`src/rtl/uart_arb_pkg.sv`:
```
// Shared definitions for the UART tx arbiter and its round-robin picker:
// state encoding, the CR/LF byte values and the counter width.
package uart_arb_pkg;

    // Arbiter states; StCr is only reachable with TX_CRLF_EXPAND_EN defined.
    typedef enum logic [1:0] {
        StIdle = 2'd0,
        StXfer = 2'd1,
        StCr   = 2'd2
    } arb_state_e;

    localparam logic [7:0] CHAR_CR = 8'h0D;
    localparam logic [7:0] CHAR_LF = 8'h0A;

    // Burst and idle-timeout counters share one width.
    localparam int unsigned CNT_W = 8;
    typedef logic [CNT_W-1:0] cnt_t;

endpackage

```
`src/rtl/rr_pick.sv`:
```
// Combinational round-robin picker: returns the first set request found
// searching upward from last+1, wrapping modulo N. Zero grant when idle.
module rr_pick #(
    parameter int unsigned N  = 2,
    parameter int unsigned LW = (N > 1) ? $clog2(N) : 1
) (
    input  logic [N-1:0]  req,
    input  logic [LW-1:0] last,
    output logic [N-1:0]  gnt,
    output logic          found
);

    // Scan N positions starting just after the previous owner.
    always_comb begin
        int unsigned idx;
        gnt   = '0;
        found = 1'b0;
        idx   = 0;
        for (int unsigned i = 1; i <= N; i++) begin
            idx = (32'(last) + i) % N;
            if (!found && req[LW'(idx)]) begin
                gnt[LW'(idx)] = 1'b1;
                found         = 1'b1;
            end
        end
    end

endmodule

```
`src/rtl/uart_tx_arb.sv`:
```
// uart_tx_arb: shares one UART tx write port among NUM_REQ FWFT byte sources.
// Grants are round-robin and held for a whole line: released on TERM_CHAR, after
// MAX_BURST bytes, or after IDLE_TO consecutive empty cycles of the owner.
// Optional build macro TX_CRLF_EXPAND_EN: an outgoing LF terminator is sent as
// CR followed by LF.
module uart_tx_arb
    import uart_arb_pkg::*;
#(
    parameter int unsigned NUM_REQ   = 2,
    parameter int unsigned MAX_BURST = 16,
    parameter logic [7:0]  TERM_CHAR = 8'h0A,
    parameter int unsigned IDLE_TO   = 255
) (
    input  logic                 clk,
    input  logic                 reset,
    input  logic [NUM_REQ-1:0]   req_empty,
    input  logic [8*NUM_REQ-1:0] req_data,
    output logic [NUM_REQ-1:0]   req_rd,
    input  logic                 tx_full,
    output logic                 wr_uart,
    output logic [7:0]           w_data,
    output logic [NUM_REQ-1:0]   grant,
    output logic                 busy
);

    localparam int unsigned LW         = $clog2(NUM_REQ);
    localparam cnt_t        BURST_LAST = cnt_t'(MAX_BURST - 1);
    localparam cnt_t        TO_LAST    = cnt_t'(IDLE_TO - 1);

    if (NUM_REQ < 2 || NUM_REQ > 8) begin : g_num_req_chk
        $error("NUM_REQ must be in 2..8");
    end
    if (MAX_BURST < 2 || MAX_BURST > 255) begin : g_burst_chk
        $error("MAX_BURST must be in 2..255");
    end
    if (IDLE_TO < 1 || IDLE_TO > 255) begin : g_to_chk
        $error("IDLE_TO must be in 1..255");
    end

    arb_state_e         state_q, state_d;
    logic [NUM_REQ-1:0] grant_q, grant_d;
    logic [LW-1:0]      last_q, last_d;
    cnt_t               burst_q, burst_d;
    cnt_t               to_q, to_d;

    logic [NUM_REQ-1:0] pick_gnt;
    logic               pick_found;
    logic [LW-1:0]      g_idx;
    logic [7:0]         head;
    logic               head_empty;
    logic               xfer;
    logic               last_byte;
    logic               rel;

    rr_pick #(
        .N  (NUM_REQ),
        .LW (LW)
    ) u_pick (
        .req   (~req_empty),
        .last  (last_q),
        .gnt   (pick_gnt),
        .found (pick_found)
    );

    // Select the granted source's head byte, empty flag and index.
    always_comb begin
        head       = '0;
        head_empty = 1'b1;
        g_idx      = '0;
        for (int i = 0; i < NUM_REQ; i++) begin
            if (grant_q[i]) begin
                head       = req_data[8*i +: 8];
                head_empty = req_empty[i];
                g_idx      = LW'(i);
            end
        end
    end

    assign xfer      = ~head_empty & ~tx_full;
    assign last_byte = (head == TERM_CHAR) || (burst_q == BURST_LAST);

`ifdef TX_CRLF_EXPAND_EN
    logic expand_lf;
    // Only an LF terminator is expanded; other terminators pass through.
    assign expand_lf = (TERM_CHAR == CHAR_LF) && (head == CHAR_LF);
`endif

    // State and bookkeeping registers.
    always_ff @(posedge clk or negedge reset) begin
        if (!reset) begin
            state_q <= StIdle;
            grant_q <= '0;
            last_q  <= LW'(NUM_REQ - 1);
            burst_q <= '0;
            to_q    <= '0;
        end else begin
            state_q <= state_d;
            grant_q <= grant_d;
            last_q  <= last_d;
            burst_q <= burst_d;
            to_q    <= to_d;
        end
    end

    // Next-state: arbitration in IDLE, line tracking and release in XFER/CR.
    always_comb begin
        state_d = state_q;
        grant_d = grant_q;
        last_d  = last_q;
        burst_d = burst_q;
        to_d    = to_q;
        rel     = 1'b0;

        unique case (state_q)
            StIdle: begin
                if (pick_found) begin
                    grant_d = pick_gnt;
                    burst_d = '0;
                    to_d    = '0;
                    state_d = StXfer;
                end
            end
            StXfer: begin
                if (xfer) begin
                    to_d = '0;
`ifdef TX_CRLF_EXPAND_EN
                    if (expand_lf) begin
                        state_d = StCr;
                    end else begin
                        burst_d = burst_q + 1'b1;
                        rel     = last_byte;
                    end
`else
                    burst_d = burst_q + 1'b1;
                    rel     = last_byte;
`endif
                end else if (head_empty) begin
                    // Backpressure with data pending is not idleness.
                    to_d = to_q + 1'b1;
                    rel  = (to_q == TO_LAST);
                end
            end
`ifdef TX_CRLF_EXPAND_EN
            StCr: begin
                // Timeout and burst counters are frozen while the LF is pending.
                rel = ~tx_full;
            end
`endif
            default: begin
                state_d = StIdle;
                grant_d = '0;
            end
        endcase

        if (rel) begin
            state_d = StIdle;
            grant_d = '0;
            last_d  = g_idx;
        end
    end

    // Outputs: write strobe, pop strobe and byte are decoded from the state.
    always_comb begin
        req_rd  = '0;
        wr_uart = 1'b0;
        w_data  = '0;
        busy    = (state_q != StIdle);

        unique case (state_q)
            StXfer: begin
                wr_uart = xfer;
                w_data  = head;
`ifdef TX_CRLF_EXPAND_EN
                if (expand_lf) begin
                    // CR goes out first; the LF stays at the source head.
                    w_data = CHAR_CR;
                end else begin
                    req_rd = xfer ? grant_q : '0;
                end
`else
                req_rd  = xfer ? grant_q : '0;
`endif
            end
`ifdef TX_CRLF_EXPAND_EN
            StCr: begin
                wr_uart = ~tx_full;
                w_data  = CHAR_LF;
                req_rd  = tx_full ? '0 : grant_q;
            end
`endif
            default: ;
        endcase
    end

    assign grant = grant_q;

endmodule

```
`config.mk`:
```
export PLATFORM = sky130hd
export DESIGN_NAME = uart_tx_arb
export DESIGN_NICKNAME = d
export VERILOG_FILES = /design/src/rtl/uart_arb_pkg.sv /design/src/rtl/rr_pick.sv /design/src/rtl/uart_tx_arb.sv
export SDC_FILE = /design/constraint.sdc
export NUM_CORES = 1
export LEC_CHECK = 0
export ABC_AREA = 1
export CAP_MARGIN = 10
export CORE_MARGIN = 2
export CORE_UTILIZATION = 30
export CTS_CLUSTER_SIZE = 16
export DETAILED_ROUTE_END_ITERATION = 8
export GPL_TIMING_DRIVEN = 0
export SKIP_LAST_GASP = 1
export SLEW_MARGIN = 20
export SYNTH_ARGS = -nofsm -noshare
export SYNTH_HDL_FRONTEND = slang
export SYNTH_SLANG_ARGS = --single-unit
```
`constraint.sdc`:
```
create_clock -name clk -period 1.35 [get_ports clk]
set_clock_uncertainty 0.05 [all_clocks]
set_input_delay 0.27 -clock clk [delete_from_list [all_inputs] [get_ports clk]]
set_output_delay 0.27 -clock clk [all_outputs]
set_load 0.03 [all_outputs]
```
; After elaboration in Yosys (flattened, before gate mapping)
; Index checks and enable logic that the tools add are counted.
[word_totals]
elab_cells = 74
regBits = 21
in_bits = 21
out_inout_bits = 14
[op_classes]
reduce_logical = 11
n_lt_le_gt_ge = 4
n_eq_ne = 9
n_mux = 36
bitwise_logic = 5
addsub = 4
[op_table]
columns = operator, n
row1 = $mux 8, 7
row2 = $pmux 8 s2, 2
row3 = $add 8x1->8 const B, 2
row4 = $eq 8x4->1 const B, 2
row5 = $mux 2, 8
row6 = $mux 1, 15
row7 = $eq 8x8->1 const B, 1
row8 = $pmux 2 s2, 2
row9 = $ne 2x2->1 const B, 3
row10 = $ne 3x3->1 const B, 2
row11 = $reduce_and 3->1, 2
row12 = $lt 1x2->1 const B, 2
row13 = $reduce_bool 2->1, 2
row14 = $logic_and 1x1->1, 3
row15 = $add 1x1->1 const B, 2
row16 = $demux 1 s1, 2
row17 = $eq 2x1->1 const B, 1
row18 = $ge 1x1->1 const B, 2
row19 = $logic_not 2->1, 1
row20 = $not 1->1, 2
row21 = $not 2->2, 1
row22 = $or 2x2->2, 1
row23 = $reduce_and 2->1, 1
row24 = $and 1x1->1, 1
row25 = other kinds (2), 2

; Logic depth before layout (Yosys ltp)
; Gate-level depths: netlist of run 1.
[depth]
depth_word = 11
ltp_mapped = 12

; Hierarchy
; A second synthesis of run 1 with hierarchy kept.
[unflattened]
hier_cells = 187
area_unflattened_um2 = 1357.6
[by_module_without_submodules]
columns = module, cells_per_inst, area_per_inst_um2, seq_area_each_um2, n_inst
row1 = uart_tx_arb, 181, 1331.3, 501.7, 1
row2 = rr_pick, 6, 26.3, 0.0, 1

; Least setup slack after synthesis of run 1
; No wires, ideal clock.
[synth_path]
kind = flip-flop to output port
from = register grant_q[1], in the netlist grant[1]
to = output port req_rd[0]
required_ns = 1.030
path_stages_with_launch = 7
path_buffers = 1
path_slack_ns = -0.365
t_arrival_ns = 1.395
cell_sequence = dfrtp_1 > buf_6 > inv_6 > nand2_2 > o22ai_2 > nand3_2 > nor2_1
[synth_via]
elab_chain_len = 5
[synth_lines]
columns = item, line_no
row1 = from (decl), uart_tx_arb.sv:41  ; logic [NUM_REQ-1:0] grant_q, grant_d;
row2 = from (signal assigned), uart_tx_arb.sv:98  ; grant_q <= grant_d;
row3 = $mux 1, uart_tx_arb.sv:71  ; if (grant_q[i]) begin
row4 = $not 1->1, uart_tx_arb.sv:79  ; assign xfer = ~head_empty & ~tx_full;
row5 = $and 1x1->1, uart_tx_arb.sv:79
row6 = $mux 2, uart_tx_arb.sv:181  ; req_rd = xfer ? grant_q : '0;
row7 = $mux 2, uart_tx_arb.sv:169  ; unique case (state_q)
row8 = to (decl), uart_tx_arb.sv:18  ; output logic [NUM_REQ-1:0] req_rd,
; No other way between the ends.

; Worst setup path in the final report of run 1
[layout_path]
from = register grant_q[1], in the netlist grant[1]
to = output port req_rd[1]
[layout_via]
elab_chain_len = 5
[layout_lines]
columns = item, line_no
row1 = $mux 1, uart_tx_arb.sv:71
row2 = $not 1->1, uart_tx_arb.sv:79
row3 = $and 1x1->1, uart_tx_arb.sv:79
row4 = $mux 2 (*), uart_tx_arb.sv:181
row5 = $mux 2 (*), uart_tx_arb.sv:169
; Mark *: on every way between the ends. The rest lies on a longest branch, timed or not.

==> metrics, run 1 <==
status=finished with violations; violated checks=setup timing; fraction of layout cells with a size suffix above 1=37.6%; sequential share of the synthesized area=35.8%; register area=504 sq um; Worst setup SP type=flip-flop; pre-CTS setup slack=-1040 ps; initial antenna violation count=0; top cell type by total area after synthesis=dfrtp_1; Horiz. Die Dim=72.3 microns; pin count of the biggest net entering global routing=21; worst slew pin tran=886 ps; minimum clock period=1800 ps; Sink Count=20; maximum root-to-sink buffer count=2; worst reg2reg path startpoint=grant[1]; Initial Utilization=31.7%; max-cap viol count=0; Arr. time, crit path=1480 ps; nets=288; yosys warns=0; Slowest-stage cell, CP=dfrtp_1; post-synthesis register bit count=20; area grow syn2layout=64.2%; Final GP Congestion=0.786; PortBufs=34; DR vias/cell=4.54; GRT overflow=0; placed cell count=289; Net Count, Synth=227; CP cell instances=buf_6 > inv_8 > nand2_4 > o22ai_4 > nand3_4 > nor2_4 > buf_6; initial DRC count=40; unrepaired setup endpoints after global routing=yes; diode count=0; Post-Syn Instances=203; fill count=419; slew margin rel.=40.8%; DRC=0; post-synth cell types=30; DR vias=1429; DP HPWL=2370 microns; Yosys top cell area share=34.0%; clock-pin slew on the worst setup and hold paths=80 ps; f_max=0.557 GHz; first-pass GRT wire length=6270 microns; vias in the first global route=1401; type of the worst min-delay path=primary input to asynchronous set/reset pin; worst setup path startpoint=grant[1]; row cnt=24; Hold-fix buffers, CTS=0; endpoints failing hold=0; WP data required=1030 ps; TritonCTS clock tree=yes; GRT Total Usage=15.0%; Post-synth EDFFs=0; crit-path max FO=4; IO Count=35; antenna-violating nets left=0; overall power=4.04 mW; area of the core=0.00441 sq mm; DIE HEIGHT=72.3 microns; clk_lat worst skew=260 ps; Synth area leaders=dfrtp_1 (34%), nand2_1 (13%), nor2_1 (9.9%); first drt pass iteration count=4; H-tree depth=1; Num CTS Buffers=3; die outline area=0.00523 sq mm; PwrDens=1760 mW/mm^2; Slew Viols, Final=0; Non-Filler Instances=315; Mean Syn Cell Area=6.90 sq um; Final Cycle Share=133%; critical path's most frequent cell=buf_6; drt wl/cell=11.4 microns; max incr delay on CP=390 ps; Buf+Inv Stages, Crit Path=3; leak pwr=1.09 nW; Worst path top cell family by delay=flip-flops; WL final=3600 microns; Setup Viol. Count Final=32; maximum vdd drop=0.834 mV; Multi-input gate area=978 sq um; setup ws final=-446 ps; Crit. End Element=primary output; root buf cell=clkbuf_8; Post-Syn Area=0.00140 sq mm; asr flop ratio synth=100%; WS Path Type=flip-flop to primary output; Synth Flop Type=dfrtp_1
-- through the flow --
| stage | area (sq um) | TNS (ps) | hold slack (ps) | utilization [%] |
|---|---|---|---|---|
| global route | 2300 | -13410 | 178 | 52.1 |
| finish | 2300 | -10640 | 70.7 | 52.1 |
| floorplan | 1480 | -2450 | -75.6 | - |
| CTS | 2170 | -10440 | 432 | 49.2 |
| detailed placement | 1890 | -20200 | 417 | 42.8 |
| global placement | 1890 | -19470 | 411 | 42.8 |
-- where the power goes --
group	internal (mW)	switching, mW	total, mW
Combinational	1.13	1.44	2.58
Sequential	0.733	0.129	0.861
Clock	0.395	0.203	0.598
-- registers in the layout, indices dropped and copies added (netlist names) --
signal and cells:
burst_q 8, to_q 8, grant 2, last_q 1, state_q 1
-- cell families (layout without fill, tap and decap cells) --
| kind of cell | Yosys count | in the layout | share of synthesized area (%) |
|---|---|---|---|
| AO/OA/AOI/OAI | 26 | 27 | 11.3 |
| XOR/XNOR | 4 | 4 | 2.50 |
| adder cells (fa/ha/maj) | 3 | 3 | 2.68 |
| buffers and inverters | 31 | 90 | 10.5 |
| flip-flops | 20 | 20 | 35.8 |
| AND/OR/NAND/NOR | 119 | 119 | 37.3 |
-- synthesized netlist by cell type (2+ instances only) --
cell / count
dfrtp_1: 19
o21ai_1: 2
o21ai_0: 13
inv_1: 23
buf_4: 2
nor2_2: 3
nor2_1: 37
nand2_2: 6
xor2_1: 3
nand3_1: 17
nand2_1: 49
buf_6: 2
a21oi_1: 6
nand3b_1: 2
nand3_2: 2
ha_1: 3
-- final cells by class --
class,instances,area share (%)
timing repair buffer,55,22.1
clock buffer,3,1.80
tap,52,2.83
multi-input combinational,153,42.6
inverter,26,4.95
clock inverter,1,1.31
sequential,20,21.9
buffer,5,2.50
-- worst register-to-register path, cell delays in order (launching register included) --
cell and delay (ps):
dfrtp_1 390, buf_6 140, inv_8 60, nand2_4 50
o22ai_4 140, nand3_4 170, buf_4 180, buf_6 110
buf_6 120, nand2_4 60, inv_2 50, a22o_1 170
-- path summary, 6_finish.rpt --
check	end	slack [ps]	depth (start not counted)
setup reg to reg	burst_q[1]	-440	11
max in group asynchronous	grant[0]	580	1
setup / recovery	req_rd[1]	-450	7
min in group clk	last_q	440	2
hold reg to reg	last_q	440	2
hold / removal	to_q[4]	70	1
-- cell usage in the layout (no fill, tap or decap), types with 4 or more instances in the layout --
cell type	count
nand2_4	6
a21oi_2	4
inv_1	22
buf_6	15
nor2_2	15
nor2_1	19
o21ai_0	7
nand2_1	46
o21ai_1	5
dfrtp_1	17
buf_4	20
nor2_4	7
nand3_1	13
clkdlybuf4s50_1	17
-- metal layers --
layer / share of wire (%) / track usage [%] / wire [microns] / vias up
met4: 0.69 / 3.77 / 25 / 0
met2: 48 / 25.1 / 1730 / 26
li1: - / - / - / 759
met1: 46 / 20.0 / 1660 / 642
met5: 0 / 0 / 0 / -
met3: 5.1 / 2.78 / 182 / 2
-- timing repair --
item	CTS	global route
gates cloned	1	0
pin swaps	12	11
resized for setup	105	32
hold endpoints to repair	0	0
endpoints found under the setup margin	34	45
setup buffers	17	6
(Power assumes the default switching activity.)
==> inputs of run 2 (changes only) <==
--- a/config.mk
+++ b/config.mk
@@ -9,9 +9,11 @@
 export CAP_MARGIN = 10
 export CORE_MARGIN = 2
 export CORE_UTILIZATION = 30
+export CTS_BUF_LIST = sky130_fd_sc_hd__clkbuf_8 sky130_fd_sc_hd__clkbuf_16
 export CTS_CLUSTER_SIZE = 16
 export DETAILED_ROUTE_END_ITERATION = 8
 export GPL_TIMING_DRIVEN = 0
+export SETUP_SLACK_MARGIN = 0.1
 export SKIP_LAST_GASP = 1
 export SLEW_MARGIN = 20
 export SYNTH_ARGS = -nofsm -noshare
==> metrics, run 2 (synthesized netlist as in run 1, its figures left out) <==
GRT overflow=0 (unchanged); worst slew pin tran=906 ps (was 886 ps); Final GP Congestion=0.807 (was 0.786); type of the worst min-delay path=primary input to asynchronous set/reset pin (unchanged); Hold-fix buffers, CTS=0 (unchanged); WL final=3830 microns (was 3600 microns); setup ws final=-413 ps (was -446 ps); Sink Count=20 (unchanged); DP HPWL=2490 microns (was 2370 microns); Util after Layout=54.2% (was 52.1%); area of the core=0.00441 sq mm (unchanged); f_max=0.567 GHz (was 0.557 GHz); final hold slack=197 ps (was 70.7 ps); crit-path max FO=5 (was 4); Horiz. Die Dim=72.3 microns (unchanged); diode count=0 (unchanged); Setup Viol. Count Final=31 (was 32); clock-pin slew on the worst setup and hold paths=80 ps (about the same); root buf cell=clkbuf_8 (unchanged); die outline area=0.00523 sq mm (unchanged); first drt pass iteration count=4 (unchanged); max-cap viol count=0 (unchanged); DRC=0 (unchanged); row cnt=24 (unchanged); GRT Total Usage=15.2% (was 15.0%); leak pwr=1.11 nW (was 1.09 nW); Post-Layout Inst Area=0.00239 sq mm (was 0.00230 sq mm); PortBufs=34 (unchanged); Arr. time, crit path=1440 ps (was 1480 ps); pin count of the biggest net entering global routing=21 (unchanged); Num CTS Buffers=3 (unchanged); area grow syn2layout=70.8% (was 64.2%); H-tree depth=1 (unchanged); vias in the first global route=1412 (was 1401); Worst setup SP type=flip-flop (unchanged); unrepaired setup endpoints after global routing=yes (unchanged); maximum vdd drop=0.750 mV (was 0.834 mV); fill count=403 (was 419); commonest cells after routing, fill and taps aside=nand2_1 (41), buf_6 (20), inv_1 (20), dfrtp_1 (17), clkdlybuf4s50_1 (17) (was nand2_1 (46), inv_1 (22), buf_4 (20), nor2_1 (19)); initial antenna violation count=0 (unchanged); antenna-violating nets left=0 (unchanged); Slew Viols, Final=0 (unchanged); WS Path Type=flip-flop to primary output (unchanged); status=finished with violations (unchanged); first-pass GRT wire length=6280 microns (was 6270 microns); DR vias/cell=4.78 (was 4.54); minimum clock period=1760 ps (was 1800 ps); placed cell area=0.00190 sq mm (was 0.00189 sq mm); Multi-input gate area=0.00102 sq mm (was 978 sq um); DR vias=1509 (was 1429); IO Count=35 (unchanged); DIE HEIGHT=72.3 microns (unchanged); slew margin rel.=39.6% (was 40.8%); WP data required=1030 ps (about the same); clk_lat worst skew=260 ps (about the same); fraction of layout cells with a size suffix above 1=41.7% (was 37.6%); drt wl/cell=12.1 microns (was 11.4 microns); commonest non-fill, non-tap cell in the layout=nand2_1 (unchanged); endpoints failing hold=0 (unchanged); violated checks=setup timing (unchanged); Final Cycle Share=131% (was 133%); Initial Utilization=31.7% (unchanged); nets=289 (was 288); PwrDens=1760 mW/mm^2 (about the same); Crit. End Element=primary output (unchanged); register area=504 sq um (unchanged); initial DRC count=22 (was 40); TritonCTS clock tree=yes (unchanged); maximum root-to-sink buffer count=2 (unchanged)
## run 2: changes by cell type in the layout (fill, tap and decap cells not counted), moves of 3 or more
| cell | previous run | this run |
|---|---|---|
| nand3_2 | 3 | 7 |
| nor2_4 | 7 | 13 |
| o21ai_1 | 5 | 9 |
| nand2_2 | 2 | 6 |
| buf_6 | 15 | 20 |
| nand3_1 | 13 | 10 |
| nor2_1 | 19 | 15 |
| nand2_1 | 46 | 41 |
| buf_4 | 20 | 16 |
## run 2: report_power, final
group	internal, mW	switching, mW	total (mW)
clock	0.260	0.203	0.463
combinational	1.34	1.54	2.88
sequential	0.733	0.129	0.862
## run 2: worst max-delay path, cell delays in order (launching register included)
cell and delay [ps]:
dfrtp_1 390, buf_6 140, inv_8 60, nand2_4 40, o22ai_4 130, nand3_4 160
nor2_4 110, buf_6 130
## run 2: through the flow
stage               instances  total power, mW  setup TNS (ps)  setup slack (ps)
finish                    316             4.20           -9890              -413
global route              316             4.49          -12510              -483
CTS                       314             3.99          -11050              -462
detailed placement        289             2.80          -20610             -1030
global placement          289             2.79          -20410             -1050
floorplan                 203             2.23           -2490              -157
## run 2: layer usage
layer	wire (microns)	global-route usage, %
met1	1650	19.4
met2	1900	25.8
met3	205	2.22
met4	71	6.29
met5	0	0
## run 2: repair_timing
item	4_1_cts	5_1_grt
pin swaps	17	15
buffers inserted	19	4
gates cloned	2	0
resized for setup	128	34
endpoints found under the setup margin	46	33
## run 2: layout make-up
| cell class | count | area share, % |
|---|---|---|
| plain buffers | 4 | 2.62 |
| clock buffers | 4 | 2.30 |
| inverters | 26 | 4.76 |
| multi-input cells | 153 | 42.6 |
| flip-flops and latches | 20 | 21.1 |
| well taps | 52 | 2.72 |
| repair buffers | 57 | 23.9 |
## run 2: path summary, 6_finish.rpt
path | from | end | depth (start not counted) | slack [ps]
max | grant[1] | req_rd[0] | 7 | -410
max in group asynchronous | reset | state_q[0] | 1 | 440
min | reset | to_q[2] | 1 | 200
min reg2reg | last_q | last_q | 2 | 450
max reg2reg | grant[1] | grant[1] | 13 | -380
min in group clk | last_q | last_q | 2 | 450
==> inputs of run 3 (changes only) <==
--- a/config.mk
+++ b/config.mk
@@ -10,7 +10,6 @@
 export CORE_MARGIN = 2
 export CORE_UTILIZATION = 30
 export CTS_BUF_LIST = sky130_fd_sc_hd__clkbuf_8 sky130_fd_sc_hd__clkbuf_16
-export CTS_CLUSTER_SIZE = 16
 export DETAILED_ROUTE_END_ITERATION = 8
 export GPL_TIMING_DRIVEN = 0
 export SETUP_SLACK_MARGIN = 0.1
==> results of run 3 <==
The final DEF is identical to that of run 2; final timing and power are the same.
